<file path="config.mk">
export PLATFORM = sky130hd
export DESIGN_NAME = mem_arbiter
export DESIGN_NICKNAME = d
export VERILOG_FILES = /design/src/rtl/mem_arbiter.sv
export SDC_FILE = /design/constraint.sdc
export NUM_CORES = 1
export LEC_CHECK = 0
export ABC_AREA = 1
export CAP_MARGIN = 20
export CORE_AREA = 2 2 115 117
export CTS_CLUSTER_SIZE = 16
export DETAILED_ROUTE_END_ITERATION = 7
export DIE_AREA = 0 0 117 119
export GPL_TIMING_DRIVEN = 0
export PLACE_DENSITY = 0.85
export SYNTH_ARGS = -nofsm -noshare
export SYNTH_HDL_FRONTEND = slang
export SYNTH_SLANG_ARGS = --single-unit
</file>
<file path="constraint.sdc">
create_clock -name clk -period 4.2 [get_ports clk]
set_input_delay 0.84 -clock clk [delete_from_list [all_inputs] [get_ports clk]]
set_output_delay 0.84 -clock clk [all_outputs]
set_load 0.02 [all_outputs]
</file>
<file path="src/rtl/mem_arbiter.sv">
// Serializes the CPU's I-Mem and D-Mem ports onto one physical-memory port.
// Build option MEM_ARBITER_RR_EN: round-robin on simultaneous requests (default: fixed D priority).
//
// state  | meaning
// -------+------------------------------------------------------------
// IDLE   | no pmem request; grant a pending I or D request
// I_BUSY | pmem request on behalf of the I-port, waiting for pmem_resp
// D_BUSY | pmem request on behalf of the D-port, waiting for pmem_resp
// RESP   | one-cycle completion pulse to the owning port
module mem_arbiter #(
    parameter int ADDR_W = 32,
    parameter int DATA_W = 32
) (
    input  logic                  clk,
    input  logic                  rst,

    input  logic                  imem_read,
    input  logic [ADDR_W-1:0]     imem_address,
    output logic                  imem_resp,
    output logic [DATA_W-1:0]     imem_rdata,

    input  logic                  dmem_read,
    input  logic                  dmem_write,
    input  logic [ADDR_W-1:0]     dmem_address,
    input  logic [DATA_W/8-1:0]   dmem_byte_enable,
    input  logic [DATA_W-1:0]     dmem_wdata,
    output logic                  dmem_resp,
    output logic [DATA_W-1:0]     dmem_rdata,

    output logic                  pmem_read,
    output logic                  pmem_write,
    output logic [ADDR_W-1:0]     pmem_address,
    output logic [DATA_W/8-1:0]   pmem_byte_enable,
    output logic [DATA_W-1:0]     pmem_wdata,
    input  logic                  pmem_resp,
    input  logic [DATA_W-1:0]     pmem_rdata
);

    localparam int BE_W = DATA_W / 8;
    localparam logic [ADDR_W-1:0] WORD_MASK = ~ADDR_W'(3);

    typedef enum logic [1:0] {
        IDLE   = 2'd0,
        I_BUSY = 2'd1,
        D_BUSY = 2'd2,
        RESP   = 2'd3
    } state_t;

    state_t state_q, state_d;

    logic              i_req, d_req;
    logic              grant_i, grant_d;
    logic              busy;

    logic [ADDR_W-1:0] addr_q;
    logic [DATA_W-1:0] wdata_q;
    logic [BE_W-1:0]   be_q;
    logic              write_q;
    logic              owner_d_q;
    logic [DATA_W-1:0] irdata_q, drdata_q;

    assign i_req = imem_read;
    assign d_req = dmem_read | dmem_write;
    assign busy  = (state_q == I_BUSY) || (state_q == D_BUSY);

`ifdef MEM_ARBITER_RR_EN
    // last_d_q = 1 when the D-port won the most recent grant; the other port wins ties
    logic last_d_q;

    always_comb begin
        grant_d = d_req && (!i_req || !last_d_q);
        grant_i = i_req && !grant_d;
    end

    always_ff @(posedge clk) begin
        if (rst) begin
            last_d_q <= 1'b1;
        end else if ((state_q == IDLE) && (grant_i || grant_d)) begin
            last_d_q <= grant_d;
        end
    end
`else
    always_comb begin
        grant_d = d_req;
        grant_i = i_req && !d_req;
    end
`endif

    always_ff @(posedge clk) begin
        if (rst) begin
            state_q <= IDLE;
        end else begin
            state_q <= state_d;
        end
    end

    always_comb begin
        state_d = state_q;
        case (state_q)
            IDLE: begin
                if (grant_d) begin
                    state_d = D_BUSY;
                end else if (grant_i) begin
                    state_d = I_BUSY;
                end
            end
            I_BUSY, D_BUSY: begin
                if (pmem_resp) begin
                    state_d = RESP;
                end
            end
            RESP:    state_d = IDLE;
            default: state_d = IDLE;
        endcase
    end

    always_comb begin
        pmem_read  = busy && !write_q;
        pmem_write = busy && write_q;
        imem_resp  = (state_q == RESP) && !owner_d_q;
        dmem_resp  = (state_q == RESP) && owner_d_q;
    end

    // Request registers: the only source of pmem_* while a transaction is in flight
    always_ff @(posedge clk) begin
        if (rst) begin
            addr_q    <= '0;
            wdata_q   <= '0;
            be_q      <= '0;
            write_q   <= 1'b0;
            owner_d_q <= 1'b0;
        end else if (state_q == IDLE) begin
            if (grant_d) begin
                addr_q    <= dmem_address & WORD_MASK;
                wdata_q   <= dmem_wdata;
                be_q      <= dmem_byte_enable;
                write_q   <= dmem_write;
                owner_d_q <= 1'b1;
            end else if (grant_i) begin
                addr_q    <= imem_address & WORD_MASK;
                wdata_q   <= '0;
                be_q      <= '1;
                write_q   <= 1'b0;
                owner_d_q <= 1'b0;
            end
        end
    end

    always_ff @(posedge clk) begin
        if (rst) begin
            irdata_q <= '0;
            drdata_q <= '0;
        end else if (busy && pmem_resp) begin
            if (state_q == I_BUSY) begin
                irdata_q <= pmem_rdata;
            end else begin
                drdata_q <= pmem_rdata;
            end
        end
    end

    assign pmem_address     = addr_q;
    assign pmem_wdata       = wdata_q;
    assign pmem_byte_enable = be_q;
    assign imem_rdata       = irdata_q;
    assign dmem_rdata       = drdata_q;

endmodule

</file>
==> impl_metrics.yaml <==
route:
  ant_nets: 0
  post_drt_wl_per_cell_um: 14.0
  vias_per_cell: 4.67
  num_vias: 5851
  post-route-drc-count: 0
  drt_iter0_drc: 222
  dr.pass1.iters: 4
  drt_wl_total_um: 17500
global_route:
  grt_pass1_vias: 5573
  grtUsageTotal_pct: 24.8
  antenna_found_initial: 0
  grt_max_degree: 17
  grt.overflow.total: 0
  grt_pass1_wl_um: 27000
logic_synthesis:
  seq_area_frac_synth_pct: 49.8
  syn-instance-count: 776
  ys_types: 18
  syn-cell-area_mm2: 0.00539
  yosys_warnings: 0
  ys_seq_elements: 134
  syn_avg_cell_area_um2: 6.94
  synth_edf_count: 0
  ys.flop_type: "dfxtp_1"
  async_flop_share_pct: 0
final_layout:
  drive_gt1_share_pct: 5.95
  final_nets: 1205
  area_delta_synth_final_pct: 65.4
  insertedDiodeCount: 0
  nFillCells: 1025
critical_path:
  cp_top_family: "buffers and inverters"
  path_depth: 5
  worstRegToRegCells: 7
  r2r_end: "dmem_rdata[2]"
  crit_chain: "inv_1, ha_1, inv_1, nor2_1, clkdlybuf4s50_1"
  arrival_ns: 1.96
  start_kind: "flop"
  cp_slowest_cell: "clkdlybuf4s50_1"
  endpoint_kind: "output pin"
  rrSetupSlack_ns: 2.27
  crit_path_max_incr_delay_ns: 0.62
  endpoint: "pmem_read"
  critical_path_class: "flop to output pin"
  worstPathMaxFanout: 4
  critPathRequiredTime_ns: 3.36
  cp_num_buf_inv: 3
  rr_startpoint: "state_q[0]"
  path_common_cell: "inv_1"
  crit_start: "state_q[0]"
floorplanning:
  dieArea_mm2: 0.0139
  std_cell_rows: 42
  die_h_um: 119
  die_x_um: 117
  ioPinCount: 274
  coreArea_mm2: 0.0129
  initial_core_util_pct: 41.8
sta:
  fin_crit_ns: 2.80
  finClkSkew_ns: 0.00806
  slew_viol_final: 0
  clock.fmax_mhz: 357
  finalCritPeriodShare_pct: 66.7
  worstMarginPinSlew_ns: 0.526
  finalSetupViolations: 0
  tns_ns: 0
  layout_setup_ws_ns: 1.40
  slew_headroom_pct: 65.0
  hold_viol: 0
  rsz0062_at_grt: "false"
min_path:
  hold_class: "flop to flop"
cts:
  cts_tree: "done"
  cts_setup_buffers: 0
  cts_resized: 0
  root_buffer: "clkbuf_16"
  cts.clk_slew.worst_paths_ns: 0.06
  hold_buffers: 0
  cts.path.max_buffers: 2
  cts.sinks: 134
  cts_htree_levels: 4
  numCtsBuffers: 17
  insertion_delay_ns: 0.42
power:
  ir_worst_vdd_v: 0.000380
  p_leak_nw: 3.77
  powerDensity_mw_per_mm2: 678
  power_mw: 6.04
status:
  status: "complete, no violations"
place:
  globalplace.congestion: 0.828
  dp_slack_ns: 1.64
  port_buffers: 267
  dp_hpwl_um: 13000
run:
  cap_violations: 0
worst register-to-register path, stage by stage, from the launching register on:
cell      delay, ns
dfxtp_1        0.35
inv_1          0.08
ha_1           0.34
nand2_1        0.13
nor2_1         0.31
clkbuf_1       0.37
o21ai_0        0.16
nor2_1         0.12
area by class of cell:
cell class | instances | area (um^2) | share of cell area [%]
clock buffer | 24 | 482 | 5.41
timing repair buffer | 267 | 2670 | 30.0
buffer | 52 | 259 | 2.91
multi-input combinational | 547 | 2280 | 25.6
sequential | 134 | 2680 | 30.1
tap | 176 | 220 | 2.47
clock inverter | 8 | 145 | 1.63
inverter | 44 | 165 | 1.85
layout by cell type (no fill, tap or decap), types with 4 or more instances in the layout:
cell / synthesis / final
inv_1: 43 / 43
dfxtp_1: 134 / 134
bufinv_16: 0 / 4
buf_4: 8 / 8
ha_1: 4 / 4
buf_1: 4 / 4
a21oi_1: 70 / 70
clkbuf_16: 0 / 17
nor2_1: 135 / 135
buf_2: 21 / 21
clkdlybuf4s50_1: 0 / 267
nand3_1: 33 / 33
nand2_1: 260 / 260
o21ai_0: 38 / 38
clkbuf_1: 18 / 22
logic make-up (layout without fill, tap and decap cells):
| group | Yosys count | after routing | synth area share, % |
|---|---|---|---|
| and+or+nand+nor | 433 | 433 | 31.3 |
| DFF | 134 | 134 | 49.8 |
| AOI/OAI and AO/OA | 108 | 108 | 10.0 |
| buffers and inverters | 96 | 395 | 7.88 |
| adders and majority gates | 4 | 4 | 0.929 |
| other | 1 | 2 | 0.0696 |
cell usage after synthesis (3+ instances only):
cell type	number	area, um^2
nand2_1	260	976
clkbuf_1	18	67.6
nor2_1	135	507
nand3_1	33	165
buf_4	8	60.1
buf_1	4	15.0
ha_1	4	50.1
nand2_2	3	18.8
buf_2	21	105
o21ai_0	38	190
a21oi_1	70	350
dfxtp_1	134	2680
inv_1	43	161
per-layer routing:
metal | up-vias | share of wire (%) | wire, um | track usage (%)
met5 | - | 0 | 0 | 0
met4 | 0 | 2.1 | 366 | 8.38
met3 | 29 | 11 | 1900 | 10.9
met2 | 232 | 48 | 8380 | 42.6
met1 | 2615 | 39 | 6860 | 26.9
li1 | 2975 | - | - | -
how the worst min path moves through the flow:
stage                               from  depth (start not counted)  slack (ns)        endpoint
after global placement    pmem_wdata[13]                          2        0.45  pmem_wdata[13]
after CTS                 imem_rdata[13]                          2        0.46  imem_rdata[13]
after detailed placement  pmem_wdata[21]                          2        0.45  pmem_wdata[21]
after global routing      imem_rdata[13]                          2        0.47  imem_rdata[13]
final                     imem_rdata[17]                          2        0.46  imem_rdata[17]
after floorplan                  write_q                          2        0.45         write_q
power breakdown:
group	leakage, nW	switching, mW	internal, mW	total, mW
Clock	0.300	0.551	1.04	1.59
Combinational	2.37	1.54	1.11	2.65
Sequential	1.10	0.175	1.62	1.80
flip-flops by register name, summed over array words and instances (netlist names):
| name | cells |
|---|---|
| pmem_address | 30 |
| state_q | 2 |
| write_q | 1 |
| dmem_rdata | 32 |
| pmem_byte_enable | 4 |
| pmem_wdata | 32 |
| owner_d_q | 1 |
| imem_rdata | 32 |
per-stage QoR:
step | instance area (um^2) | hold slack, ns | utilization, % | cells
after CTS | 8910 | 0.461 | 69.2 | 1252
after global routing | 8910 | 0.475 | 69.2 | 1252
after detailed placement | 8280 | 0.452 | 64.3 | 1220
final | 8910 | 0.461 | 69.2 | 1252
after floorplan | 5390 | 0.453 | - | 777
after global placement | 8280 | 0.446 | 64.3 | 1220
No activity file was read; power rests on OpenSTA's default activity.
